--- src/rtl/frame_reg_sync_if.sv ---
// frame_reg_sync_if
//   Processor-side write port of the position-register scheduler.
//   master modport: the game processor (drives requests, sees wr_ready).
//   slave  modport: frame_reg_sync (accepts on wr_valid & wr_ready).
// Signals:
//   wr_valid  write request
//   wr_idx    target register index (IDX_W bits)
//   wr_data   write data (DW bits)
//   wr_ready  request is accepted on a cycle with wr_valid & wr_ready
interface frame_reg_sync_if #(
    parameter int DW    = 32,
    parameter int IDX_W = 4
);
    logic             wr_valid;
    logic [IDX_W-1:0] wr_idx;
    logic [DW-1:0]    wr_data;
    logic             wr_ready;

    modport master (output wr_valid, wr_idx, wr_data, input wr_ready);
    modport slave  (input wr_valid, wr_idx, wr_data, output wr_ready);
endinterface

--- src/rtl/frame_reg_sync.sv ---
// frame_reg_sync
//   Double-buffered object-position registers between the game processor
//   and the RGB renderer (VGA_CLK domain). Writes land in a pending bank at
//   any time; dirty entries are copied to the display bank in one atomic
//   COMMIT cycle at the start of each vertical blank, so the renderer never
//   sees a half-updated frame.
// Ports:
//   clk_in        single clock (VGA_CLK)
//   reset         synchronous, active-high
//   Y             current scan line; Y >= V_ACTIVE is vertical blank
//   wr            frame_reg_sync_if.slave write port
//   disp_bus      display bank, register k at [k*DW +: DW]
//   commit_pulse  high for exactly the COMMIT cycle
//   frame_cnt     committed-frame counter (wraps)
//   err_idx       sticky: a write targeted an index >= NUM_REGS
//   game_tick     frame-rate pacing pulse
// Build option:
//   FRAME_TICK_EN  when defined, game_tick pulses on every TICK_DIV-th
//                  commit; otherwise game_tick is tied low and no divider
//                  exists.

// One register slot: pending value, dirty flag and displayed value.
module frame_reg_slot #(
    parameter int DW = 32
) (
    input  logic          clk_in,
    input  logic          reset,
    input  logic          wr_en,
    input  logic [DW-1:0] wr_data,
    input  logic          commit,
    output logic [DW-1:0] display
);
    logic [DW-1:0] pending;
    logic          dirty;

    // wr_en is never asserted together with commit (wr_ready is low in
    // COMMIT), so the branch order carries no priority meaning.
    always_ff @(posedge clk_in) begin
        if (reset) begin
            pending <= '0;
            dirty   <= 1'b0;
            display <= '0;
        end else if (commit) begin
            if (dirty) display <= pending;
            dirty <= 1'b0;
        end else if (wr_en) begin
            pending <= wr_data;
            dirty   <= 1'b1;
        end
    end
endmodule

module frame_reg_sync #(
    parameter int NUM_REGS = 10,
    parameter int DW       = 32,
    parameter int V_ACTIVE = 1024,
    parameter int TICK_DIV = 4
) (
    input  logic                   clk_in,
    input  logic                   reset,
    input  logic [31:0]            Y,
    frame_reg_sync_if.slave        wr,
    output logic [NUM_REGS*DW-1:0] disp_bus,
    output logic                   commit_pulse,
    output logic [15:0]            frame_cnt,
    output logic                   err_idx,
    output logic                   game_tick
);
    localparam int IDX_W = 4;
    localparam logic [IDX_W:0] NREGS = (IDX_W+1)'(NUM_REGS);

    typedef enum logic [1:0] {
        ST_ACTIVE,
        ST_COMMIT,
        ST_VBLANK
    } state_t;

    typedef struct packed {
        logic [IDX_W-1:0] idx;
        logic [DW-1:0]    data;
    } wr_req_t;

    state_t  state, state_nxt;
    logic    vblank, vblank_q, rise;
    logic    wr_fire, idx_ok;
    wr_req_t req;

    // ---------------- blank detect ----------------
    assign vblank = (Y >= 32'(V_ACTIVE));
    assign rise   = vblank & ~vblank_q;

    // vblank_q resets high: a reset taken mid-blank must not look like a
    // fresh rise, so the first commit waits for the next real frame edge.
    always_ff @(posedge clk_in) begin
        if (reset) vblank_q <= 1'b1;
        else       vblank_q <= vblank;
    end

    // ---------------- FSM ----------------
    always_ff @(posedge clk_in) begin
        if (reset) state <= ST_ACTIVE;
        else       state <= state_nxt;
    end

    always_comb begin
        state_nxt = state;
        case (state)
            ST_ACTIVE: begin
                if (rise)        state_nxt = ST_COMMIT;
                else if (vblank) state_nxt = ST_VBLANK;
            end
            ST_COMMIT: state_nxt = ST_VBLANK;
            ST_VBLANK: if (!vblank) state_nxt = ST_ACTIVE;
            default:   state_nxt = ST_ACTIVE;
        endcase
    end

    assign commit_pulse = (state == ST_COMMIT);

    // ---------------- write port ----------------
    assign wr.wr_ready = (state != ST_COMMIT);
    assign req.idx     = wr.wr_idx;
    assign req.data    = wr.wr_data;
    assign wr_fire     = wr.wr_valid & wr.wr_ready;
    assign idx_ok      = ({1'b0, req.idx} < NREGS);

    always_ff @(posedge clk_in) begin
        if (reset)                  err_idx <= 1'b0;
        else if (wr_fire && !idx_ok) err_idx <= 1'b1;
    end

    // ---------------- register slots ----------------
    for (genvar k = 0; k < NUM_REGS; k++) begin : g_slot
        logic slot_wr;
        assign slot_wr = wr_fire && (req.idx == IDX_W'(k));

        frame_reg_slot #(.DW(DW)) u_slot (
            .clk_in  (clk_in),
            .reset   (reset),
            .wr_en   (slot_wr),
            .wr_data (req.data),
            .commit  (commit_pulse),
            .display (disp_bus[k*DW +: DW])
        );
    end

    // ---------------- frame counter ----------------
    always_ff @(posedge clk_in) begin
        if (reset)             frame_cnt <= '0;
        else if (commit_pulse) frame_cnt <= frame_cnt + 16'd1;
    end

    // ---------------- game tick ----------------
`ifdef FRAME_TICK_EN
    localparam logic [7:0] TICK_LAST = 8'(TICK_DIV - 1);
    logic [7:0] tick_cnt;

    always_ff @(posedge clk_in) begin
        if (reset) begin
            tick_cnt <= 8'd0;
        end else if (commit_pulse) begin
            tick_cnt <= (tick_cnt == TICK_LAST) ? 8'd0 : tick_cnt + 8'd1;
        end
    end

    assign game_tick = commit_pulse && (tick_cnt == TICK_LAST);
`else
    assign game_tick = 1'b0;
`endif
endmodule

--- src/flat_wrapper.sv ---
// flat-port wrapper written by rule: the top's interface ports become plain ports
module frame_reg_sync_flat 
#(
    parameter int NUM_REGS = 10,
    parameter int DW       = 32,
    parameter int V_ACTIVE = 1024,
    parameter int TICK_DIV = 4
)
  (clk_in, reset, Y, disp_bus, commit_pulse, frame_cnt, err_idx, game_tick, wr_wr_valid, wr_wr_idx, wr_wr_data, wr_wr_ready);
  frame_reg_sync_if #(.DW(DW), .IDX_W(4)) wr_i ();
  input  logic clk_in;
  input  logic reset;
  input  logic [31:0] Y;
  output logic [NUM_REGS*DW-1:0] disp_bus;
  output logic commit_pulse;
  output logic [15:0] frame_cnt;
  output logic err_idx;
  output logic game_tick;
  input wire logic [$bits(wr_i.wr_valid)-1:0] wr_wr_valid;
  input wire logic [$bits(wr_i.wr_idx)-1:0] wr_wr_idx;
  input wire logic [$bits(wr_i.wr_data)-1:0] wr_wr_data;
  output wire logic [$bits(wr_i.wr_ready)-1:0] wr_wr_ready;
  assign wr_i.wr_valid = wr_wr_valid;
  assign wr_i.wr_idx = wr_wr_idx;
  assign wr_i.wr_data = wr_wr_data;
  assign wr_wr_ready = wr_i.wr_ready;
  frame_reg_sync #(.NUM_REGS(NUM_REGS), .DW(DW), .V_ACTIVE(V_ACTIVE), .TICK_DIV(TICK_DIV)) u_core (.clk_in(clk_in), .reset(reset), .Y(Y), .wr(wr_i), .disp_bus(disp_bus), .commit_pulse(commit_pulse), .frame_cnt(frame_cnt), .err_idx(err_idx), .game_tick(game_tick));
endmodule
--- config.mk ---
export PLATFORM = sky130hd
export DESIGN_NAME = frame_reg_sync_flat
export DESIGN_NICKNAME = d
export VERILOG_FILES = /design/src/rtl/frame_reg_sync_if.sv /design/src/rtl/frame_reg_sync.sv /design/src/flat_wrapper.sv
export SDC_FILE = /design/constraint.sdc
export NUM_CORES = 1
export LEC_CHECK = 0
export CORE_ASPECT_RATIO = 0.9
export CORE_MARGIN = 5
export CORE_UTILIZATION = 55
export CTS_BUF_LIST = sky130_fd_sc_hd__clkbuf_4 sky130_fd_sc_hd__clkbuf_8
export DETAILED_ROUTE_END_ITERATION = 10
export GPL_TIMING_DRIVEN = 0
export HOLD_SLACK_MARGIN = 0.03
export PLACE_DENSITY = 0.82
export RECOVER_POWER = 100
export SLEW_MARGIN = 20
export SYNTH_ARGS = -nofsm -noshare
export SYNTH_HDL_FRONTEND = slang
export SYNTH_SLANG_ARGS = --single-unit
--- constraint.sdc ---
create_clock -name clk_in -period 2.23 [get_ports clk_in]
set_input_delay 0.223 -clock clk_in [delete_from_list [all_inputs] [get_ports clk_in]]
set_output_delay 0.223 -clock clk_in [all_outputs]
set_load 0.01 [all_outputs]
=== Word level (Yosys, flattened, before mapping) ===
Cells that the tools add are included.

* Memory bits (read-only): 0
* Word-level logic and storage cells: 95
* Bits in registers: 670
* Bits in writable memories: 0
* Latch bits: 0
* Memories kept: 0

* Eq/ne operators: 14
* Multiply operators: 0
* Shift-type cells: 0
* Muxes and demuxes: 4
* Div/mod/pow operators: 0
* Bitwise gates (word level): 4
* Reduce and logical (&&, ||, !) cells: 36
* Magnitude comparators: 2
* Add/sub/neg operators: 1

{| class="wikitable"
|+ Operators with widths
! kind !! number
|-
| $reduce_and 2->1 || 21
|-
| $ge 32x11->1 const B || 1
|-
| $add 16x1->16 const B || 1
|-
| $eq 4x3->1 const B || 4
|-
| $logic_and 1x1->1 || 11
|-
| $eq 4x2->1 const B || 2
|-
| $eq 4x4->1 const B || 2
|-
| $mux 2 || 3
|-
| $pmux 2 s3 || 1
|-
| $eq 4x1->1 const B || 1
|-
| $logic_not 4->1 || 1
|-
| $lt 4x4->1 const B || 1
|-
| $ne 3x1->1 const B || 1
|-
| $and 1x1->1 || 2
|-
| $eq 2x1->1 const B || 1
|-
| $eq 2x2->1 const B || 1
|-
| $logic_not 2->1 || 1
|-
| $ne 2x1->1 const B || 1
|-
| $ne 2x2->1 const B || 1
|-
| $not 1->1 || 2
|-
| $reduce_or 2->1 || 1
|-
| $logic_not 1->1 || 1
|}

=== Logic depth before layout (Yosys ltp) ===
Gate-level depths: netlist (run 1).

* Word-level depth: 4
* Gate-level depth with buffers: 8

=== Hierarchy ===
From an unflattened synthesis (run 1), not the netlist that was laid out.

* Cell total of the unflattened synthesis: 2,645
* Area, all modules: 28,345.9 µm²

{| class="wikitable"
|+ By module, submodules not included
! module !! cells an instance !! instances !! area each (µm²) !! seq. area each (µm²)
|-
| frame_reg_slot || 252 || 10 || 2,727.6 || 1,301.2
|-
| frame_reg_sync || 125 || 1 || 1,069.8 || 400.4
|}

=== Worst setup path before layout (run 1) ===
OpenSTA, ideal clock, no wires.

* Path type: register -> register
* From: reg u_core.frame_cnt[0]
* To: reg u_core.frame_cnt[14]
* Clock period less this slack: 1.592 ns
* Arrival time: 1.521 ns
* Cell stages (with the launch flop): 6
* Data required time: 2.160 ns
* Buffers on the path: 0
* Slack: 0.638 ns
* Path through: dfxtp_1 -> ha_1 -> nand3_1 -> or2_2 -> or3_1 -> a21oi_1

* Longest elaborated chain between the ends: 1

{| class="wikitable"
|+ Ends and longest elaborated chain
! item !! line !! source
|-
| start: declaration || frame_reg_sync.sv:65 || <nowiki>output logic [15:0] frame_cnt,</nowiki>
|-
| start signal: assignment || frame_reg_sync.sv:150 || <nowiki>else if (commit_pulse) frame_cnt <= frame_cnt + 16'd1;</nowiki>
|-
| $add 16x1->16 || frame_reg_sync.sv:150 ||
|}

No other way between the ends.
A chain may end at the register's enable or synchronous reset.

=== Worst setup path in the final report (run 1) ===
* From: reg u_core.state[1]
* To: reg u_core.g_slot[3].u_slot.pending[19]

* Longest elaborated chain between the ends: 4

{| class="wikitable"
|+ Ends and longest elaborated chain
! item !! line !! source
|-
| start: declaration || frame_reg_sync.sv:83 || <nowiki>state_t state, state_nxt;</nowiki>
|-
| start signal: assignment || frame_reg_sync.sv:102 || <nowiki>else state <= state_nxt;</nowiki>
|-
| $ne 2x1->1 || frame_reg_sync.sv:121 || <nowiki>assign wr.wr_ready = (state != ST_COMMIT);</nowiki>
|-
| $and 1x1->1 || frame_reg_sync.sv:124 || <nowiki>assign wr_fire = wr.wr_valid & wr.wr_ready;</nowiki>
|-
| $logic_and 1x1->1 || frame_reg_sync.sv:135 || <nowiki>assign slot_wr = wr_fire && (req.idx == IDX_W'(k));</nowiki>
|-
| $reduce_and 2->1 (no line) * || - ||
|-
| end signal: assignment || frame_reg_sync.sv:47 || <nowiki>pending <= wr_data;</nowiki>
|-
| end: declaration || frame_reg_sync.sv:33 || <nowiki>logic [DW-1:0] pending;</nowiki>
|}

Mark *: on every way between the ends. The rest lies on a longest branch, timed or not.

==> metrics.md, run 1 <==
| Metric | Value |
|---|---|
| Final design utilization | `71.3%` |
| Slew HR | `16.6%` |
| Setup violators final | `0` |
| Critical path fanouts, max | `10` |
| Dpl cell area | `29400 µm²` |
| Starting density of the core | `55.8%` |
| Initial antenna violation count | `5` |
| Final Power | `23.7 mW` |
| Yosys cell types | `47` |
| Cells on worst reg2reg path | `6` |
| CP startpoint kind | `flip-flop` |
| Total Routing Usage GR | `32.3%` |
| Clock transition at path regs | `0.06 ns` |
| Number of global-route vias before repair | `21900` |
| Worst Skew | `0.0237 ns` |
| # fillers | `3354` |
| Layout cells sized above 1 | `7.41%` |
| PnR worst setup slack | `0.0585 ns` |
| Worst hold path type | `input pin to flip-flop` |
| RSZ-0062 raised after global routing | `no` |
| Crit. End Element | `flip-flop` |
| DRT Pass-1 Iters | `7` |
| WL/cell | `21.0 µm` |
| DP Cell Count | `3778` |
| CP required | `2.74 ns` |
| Post-route minimum period | `2.17 ns` |
| P&R area growth vs syn | `27.9%` |
| Tightest Pin Transition | `1.25 ns` |
| Most common cell after layout, fill and taps aside | `dfxtp_1` |
| Largest net degree at the start of global routing | `14` |
| GP Congestion | `0.947` |
| Lkg Pwr | `13.0 nW` |
| Nets | `3353` |
| Vias/cell | `5.51` |
| Worst hold stages | `3` |
| Sequential share of the synthesized area | `54.4%` |
| Dpl hpwl | `58000 µm` |
| CTS max path bufs | `3` |
| H-tree Lvls | `3` |
| Post-Syn Area | `24600 µm²` |
| Synth Warn # | `0` |
| Max_cap viols | `0` |
| Non-filler cells, final | `3965` |
| Clk Latency, worst-skew pair | `0.70 ns` |
| Total number of vias | `21900` |
| IO Pins | `411` |
| Synth Net Count | `2853` |
| Grt ovf | `0` |
| Maximum vdd drop | `0.000451 V` |
| I/O Buffers | `397` |
| Final hold violations | `0` |
| DIE AREA | `49200 µm²` |
| Remaining DRCs | `0` |
| Place WS | `-0.306 ns` |
| Root Driver | `clkbuf_8` |
| First-pass GRT wire length | `123000 µm` |
| Most frequent cells in the layout | `669 x dfxtp_1, 661 x nand2_1, 393 x a21oi_1, 339 x dlygate4sd3_1, 259 x nand2b_1` |
| Die Ht | `211 µm` |
| Final worst path period share | `97.4%` |
| Setup Fix Bufs, Post-CTS | `0` |
| Rows | `73` |
| Yosys reg bits | `670` |
| Outcome | `complete, no violations` |
| Cell Pwr Density | `751 nW/µm²` |
| Width of the chip | `233 µm` |
| Asr flop ratio synth | `0%` |
| Final ANT Viol Nets | `0` |
| Fmax | `461 MHz` |
| EDFF count, synth | `0` |
| Fin area | `31500 µm²` |
| Crit path arrival time | `2.68 ns` |
| Final Max Slew Viols | `0` |
| Avg Synthesized Cell Area | `8.86 µm²` |
| Setup Crit Path Kind | `flip-flop to flip-flop` |
| Syn Inst Count | `2781` |
| Ys flop type | `dfxtp_1` |
| Cts bufs inserted | `101` |
| CTS tree | `done` |
| Final WL | `83100 µm` |
| Iteration-0 DRC Markers | `1880` |
| Core footprint | `44200 µm²` |
| Clock Sinks | `670` |
## power by group
| group | internal, mW | total (mW) | switching (mW) |
|---|---|---|---|
| logic | 0.316 | 1.01 | 0.690 |
| clock network | 5.80 | 10.6 | 4.76 |
| registers | 12.1 | 12.1 | 0.0460 |
| total | 18.2 | 23.7 | 5.49 |
## layer usage
metal | wire length (µm) | GRT usage (%) | up-vias | share of wire [%]
li1 | - | - | 10200 | -
met1 | 32500 | 40.0 | 10400 | 39
met2 | 38200 | 52.4 | 1022 | 46
met3 | 7900 | 8.56 | 255 | 9.5
met4 | 4500 | 16.5 | 4 | 5.4
met5 | 29 | 0 | - | 0.035
## critical path, stage by stage, from the launching register on
cell,delay [ns]
dfxtp_1,0.38
nand2b_4,0.18
buf_6,0.19
and3_1,0.32
nand3_1,0.36
buf_2,0.37
mux2i_1,0.17
## cells in the mapped netlist (5+ instances only)
| cell | number | area [µm²] |
|---|---|---|
| nor4_1 | 7 | 43.8 |
| xor2_1 | 7 | 61.3 |
| nand3_1 | 69 | 345 |
| inv_1 | 5 | 18.8 |
| buf_1 | 7 | 26.3 |
| nand2b_1 | 259 | 1620 |
| o21ai_0 | 126 | 631 |
| clkbuf_1 | 161 | 604 |
| dfxtp_1 | 670 | 13400 |
| nand2_1 | 661 | 2480 |
| mux2i_1 | 224 | 2240 |
| nor2_1 | 19 | 71.3 |
| nor3_1 | 6 | 30.0 |
| nor2b_1 | 34 | 213 |
| o21ai_1 | 5 | 25.0 |
| a21oi_1 | 393 | 1970 |
| buf_2 | 63 | 315 |
| nand4_1 | 7 | 43.8 |
| and2_1 | 6 | 37.5 |
| buf_4 | 5 | 37.5 |
## flip-flops by register name, summed over array words and instances (netlist names)
| name | flops |
|---|---|
| u_core.g_slot.u_slot.display | 320 |
| u_core.g_slot.u_slot.pending | 320 |
| u_core.frame_cnt | 16 |
| u_core.g_slot.u_slot.dirty | 10 |
| u_core.state | 2 |
| u_core.err_idx | 1 |
| u_core.vblank_q | 1 |
## path summary, 6_finish.rpt
check	start	endpoint	slack, ns
min	wr_wr_data[0]	u_core.g_slot[5].u_slot.pending[0]	0.17
min reg2reg	u_core.vblank_q	u_core.state[0]	0.43
max	u_core.state[1]	u_core.g_slot[3].u_slot.pending[19]	0.06
max reg2reg	u_core.state[1]	u_core.g_slot[3].u_slot.pending[19]	0.06
## kinds of logic after synthesis
kind of cell             share of synthesized area, %
AO/OA/AOI/OAI                                    11.0
XOR/XNOR                                        0.391
adder cells (fa/ha/maj)                        0.0508
buffers and inverters                            4.45
flip-flops                                       54.4
multiplexers                                     9.10
other                                          0.0152
AND/OR/NAND/NOR                                  20.6
## repair_timing
action,in CTS,in global routing
endpoints found under the hold margin,1,0
setup endpoints to repair,8,1
hold buffers,1,0
resized for setup,17,0
## through the flow
stage / TNS [ns] / hold WS (ns)
3_3_place_gp: -19.73 / 0.400
2_1_floorplan: 0 / 0.356
4_1_cts: 0 / 0.131
5_1_grt: 0 / 0.173
3_5_place_dp: -25.37 / 0.411
6_report: 0 / 0.165
## final cells by class
class | instances | area (µm²) | share of cell area, %
buffer | 242 | 1060 | 3.38
inverter | 6 | 22.5 | 0.0714
antenna | 5 | 12.5 | 0.0397
clock inverter | 16 | 92.6 | 0.294
multi-input combinational | 1862 | 10100 | 32.2
sequential | 670 | 13400 | 42.6
tap | 600 | 751 | 2.38
timing repair buffer | 398 | 3980 | 12.6
clock buffer | 166 | 2050 | 6.51
Power figures use the tool's default switching activity.
==> run 2, diff against run 1 <==
--- a/config.mk
+++ b/config.mk
@@ -11,7 +11,6 @@
 export CTS_BUF_LIST = sky130_fd_sc_hd__clkbuf_4 sky130_fd_sc_hd__clkbuf_8
 export DETAILED_ROUTE_END_ITERATION = 10
 export GPL_TIMING_DRIVEN = 0
-export HOLD_SLACK_MARGIN = 0.03
 export PLACE_DENSITY = 0.82
 export RECOVER_POWER = 100
 export SLEW_MARGIN = 20
==> run 2 against run 1 <==
Hold slack worse by 0.047 ns. Via count up 0.15%. Largest cell class unchanged. Core utilization about the same. Sequential cell count unchanged. Critical path depth unchanged. Critical path type unchanged.
==> metrics.md, run 2 (same netlist as run 1, synthesis figures left out) <==
| Metric | Value |
|---|---|
| Outcome | `complete, no violations (unchanged)` |
| Die Ht | `211 µm (unchanged)` |
| RSZ-0062 raised after global routing | `no (unchanged)` |
| Maximum vdd drop | `0.000451 V (about the same)` |
| Setup Fix Bufs, Post-CTS | `0 (unchanged)` |
| Dpl cell area | `29400 µm² (unchanged)` |
| Grt ovf | `0 (unchanged)` |
| CP bufs+invs | `2 (unchanged)` |
| Largest net degree at the start of global routing | `14 (unchanged)` |
| Final worst path period share | `97.7% (was 97.4%)` |
| Hold WS | `0.118 ns (was 0.165 ns)` |
| Fin area | `31500 µm² (about the same)` |
| Setup Crit Path Kind | `flip-flop to flip-flop (unchanged)` |
| Layout cells sized above 1 | `7.41% (about the same)` |
| GP Congestion | `0.947 (unchanged)` |
| Most frequent cells in the layout | `669 x dfxtp_1, 661 x nand2_1, 393 x a21oi_1, 338 x dlygate4sd3_1, 259 x nand2b_1 (was 669 x dfxtp_1, 661 x nand2_1, 393 x a21oi_1, 339 x dlygate4sd3_1, 259 x nand2b_1)` |
| Clock Sinks | `670 (unchanged)` |
| Root Driver | `clkbuf_8 (unchanged)` |
| H-tree Lvls | `3 (unchanged)` |
| Cts bufs inserted | `101 (unchanged)` |
| Leading registers by flop count | `u_core.g_slot.u_slot.display x320, u_core.g_slot.u_slot.pending x320, u_core.frame_cnt x16 (unchanged)` |
| FF+latch area | `13400 µm² (unchanged)` |
| Post-route minimum period | `2.18 ns (was 2.17 ns)` |
| Final Max Slew Viols | `0 (unchanged)` |
| # fillers | `3355 (was 3354)` |
| Critical Path Max Stage Delay | `0.38 ns (about the same)` |
| Clock transition at path regs | `0.06 ns (about the same)` |
| Critical path fanouts, max | `10 (unchanged)` |
| Number of global-route vias before repair | `21900 (about the same)` |
| Total Routing Usage GR | `32.4% (was 32.3%)` |
| WL/cell | `21.0 µm (about the same)` |
| CP required | `2.74 ns (about the same)` |
| Total number of vias | `21900 (about the same)` |
| Max_cap viols | `0 (unchanged)` |
| Final hold violations | `0 (unchanged)` |
| Nets | `3352 (was 3353)` |
| Non-filler cells, final | `3964 (was 3965)` |
| DIE AREA | `49200 µm² (unchanged)` |
| Cell breakdown of the critical path | `nand2b_4 -> buf_6 -> and3_1 -> nand3_1 -> buf_2 -> mux2i_1 (unchanged)` |
| Setup violators final | `0 (unchanged)` |
| CTS tree | `done (unchanged)` |
| Slew HR | `14.9% (was 16.6%)` |
| First-pass GRT wire length | `123000 µm (unchanged)` |
| Core footprint | `44200 µm² (unchanged)` |
| Crit path arrival time | `2.68 ns (about the same)` |
| Fmax | `459 MHz (was 461 MHz)` |
| Dpl hpwl | `58000 µm (unchanged)` |
| Crit. End Element | `flip-flop (unchanged)` |
| Lkg Pwr | `13.0 nW (about the same)` |
| Final ANT Viol Nets | `0 (unchanged)` |
| DP Cell Count | `3778 (unchanged)` |
| Cell Pwr Density | `751 nW/µm² (about the same)` |
| Rows | `73 (unchanged)` |
| Vias/cell | `5.52 (was 5.51)` |
| Clk Latency, worst-skew pair | `0.70 ns (about the same)` |
| Worst Skew | `0.0230 ns (was 0.0237 ns)` |
| Most common cell after layout, fill and taps aside | `dfxtp_1 (unchanged)` |
| Initial antenna violation count | `5 (unchanged)` |
| Worst hold path type | `input pin to flip-flop (unchanged)` |
| Tightest Pin Transition | `1.28 ns (was 1.25 ns)` |
| IO Pins | `411 (unchanged)` |
| Final WL | `83100 µm (about the same)` |
| Iteration-0 DRC Markers | `1915 (was 1880)` |
| DRT Pass-1 Iters | `6 (was 7)` |
| I/O Buffers | `397 (unchanged)` |
| Slowest CP cell | `dfxtp_1 (unchanged)` |
| Multi-input logic area | `10100 µm² (unchanged)` |
| Starting density of the core | `55.8% (unchanged)` |
| P&R area growth vs syn | `27.8% (was 27.9%)` |
| Final Power | `23.7 mW (about the same)` |
| Kind of cell adding the most delay to the critical path | `simple AND/OR/NAND/NOR gates (unchanged)` |
| Width of the chip | `233 µm (unchanged)` |
| CTS max path bufs | `3 (unchanged)` |
| Remaining DRCs | `0 (unchanged)` |
| CP startpoint kind | `flip-flop (unchanged)` |
[run 2: path summary, 6_finish.rpt]
kind | start | end | slack, ns | cells after the start
setup / recovery | u_core.state[1] | u_core.g_slot[3].u_slot.pending[19] | 0.05 | 6
hold / removal | wr_wr_idx[0] | u_core.g_slot[4].u_slot.dirty | 0.12 | 4
setup reg to reg | u_core.state[1] | u_core.g_slot[3].u_slot.pending[19] | 0.05 | 6
hold reg to reg | u_core.vblank_q | u_core.state[0] | 0.43 | 1
[run 2: repair_timing]
item	4_1_cts	5_1_grt
hold buffers	0	0
gates resized for setup	17	0
setup endpoints to repair	8	1
[run 2: per-layer routing]
metal,share of wire (%),GRT usage [%],vias up,wire (µm)
met3,9.7,8.63,253,8100
met5,0.035,0,-,29
met2,46,52.4,1053,38200
li1,-,-,10200,-
met4,5.3,16.5,4,4430
met1,39,39.9,10400,32300
[run 2: worst register-to-register path: cells and delay by family (launching register included)]
family                 cells  cell delay (ns)
and+or+nand+nor            3             0.88
muxes                      1             0.17
DFF                        1             0.38
buffers and inverters      2             0.58
[run 2: power by group]
part	switching, mW	internal (mW)	total (mW)
sequential	0.0460	12.1	12.1
clock	4.75	5.80	10.6
combinational	0.690	0.315	1.00
total	5.49	18.2	23.7
[run 2: final cells by class]
| type | count | share of cell area, % |
|---|---|---|
| clock inverter | 16 | 0.294 |
| inverter | 6 | 0.0715 |
| clock buffer | 166 | 6.52 |
| buffer | 242 | 3.38 |
| sequential | 670 | 42.6 |
| multi-input combinational | 1862 | 32.2 |
| antenna | 5 | 0.0397 |
| timing repair buffer | 397 | 12.6 |
| tap | 600 | 2.38 |
[run 2: through the flow]
step	utilization [%]	setup WS (ns)	TNS (ns)
after floorplan	-	0.638	0
after CTS	71.4	0.0112	0
after detailed placement	66.4	-0.306	-25.37
final	71.3	0.0517	0
after global routing	71.3	0.0216	0
after global placement	66.4	-0.278	-19.73
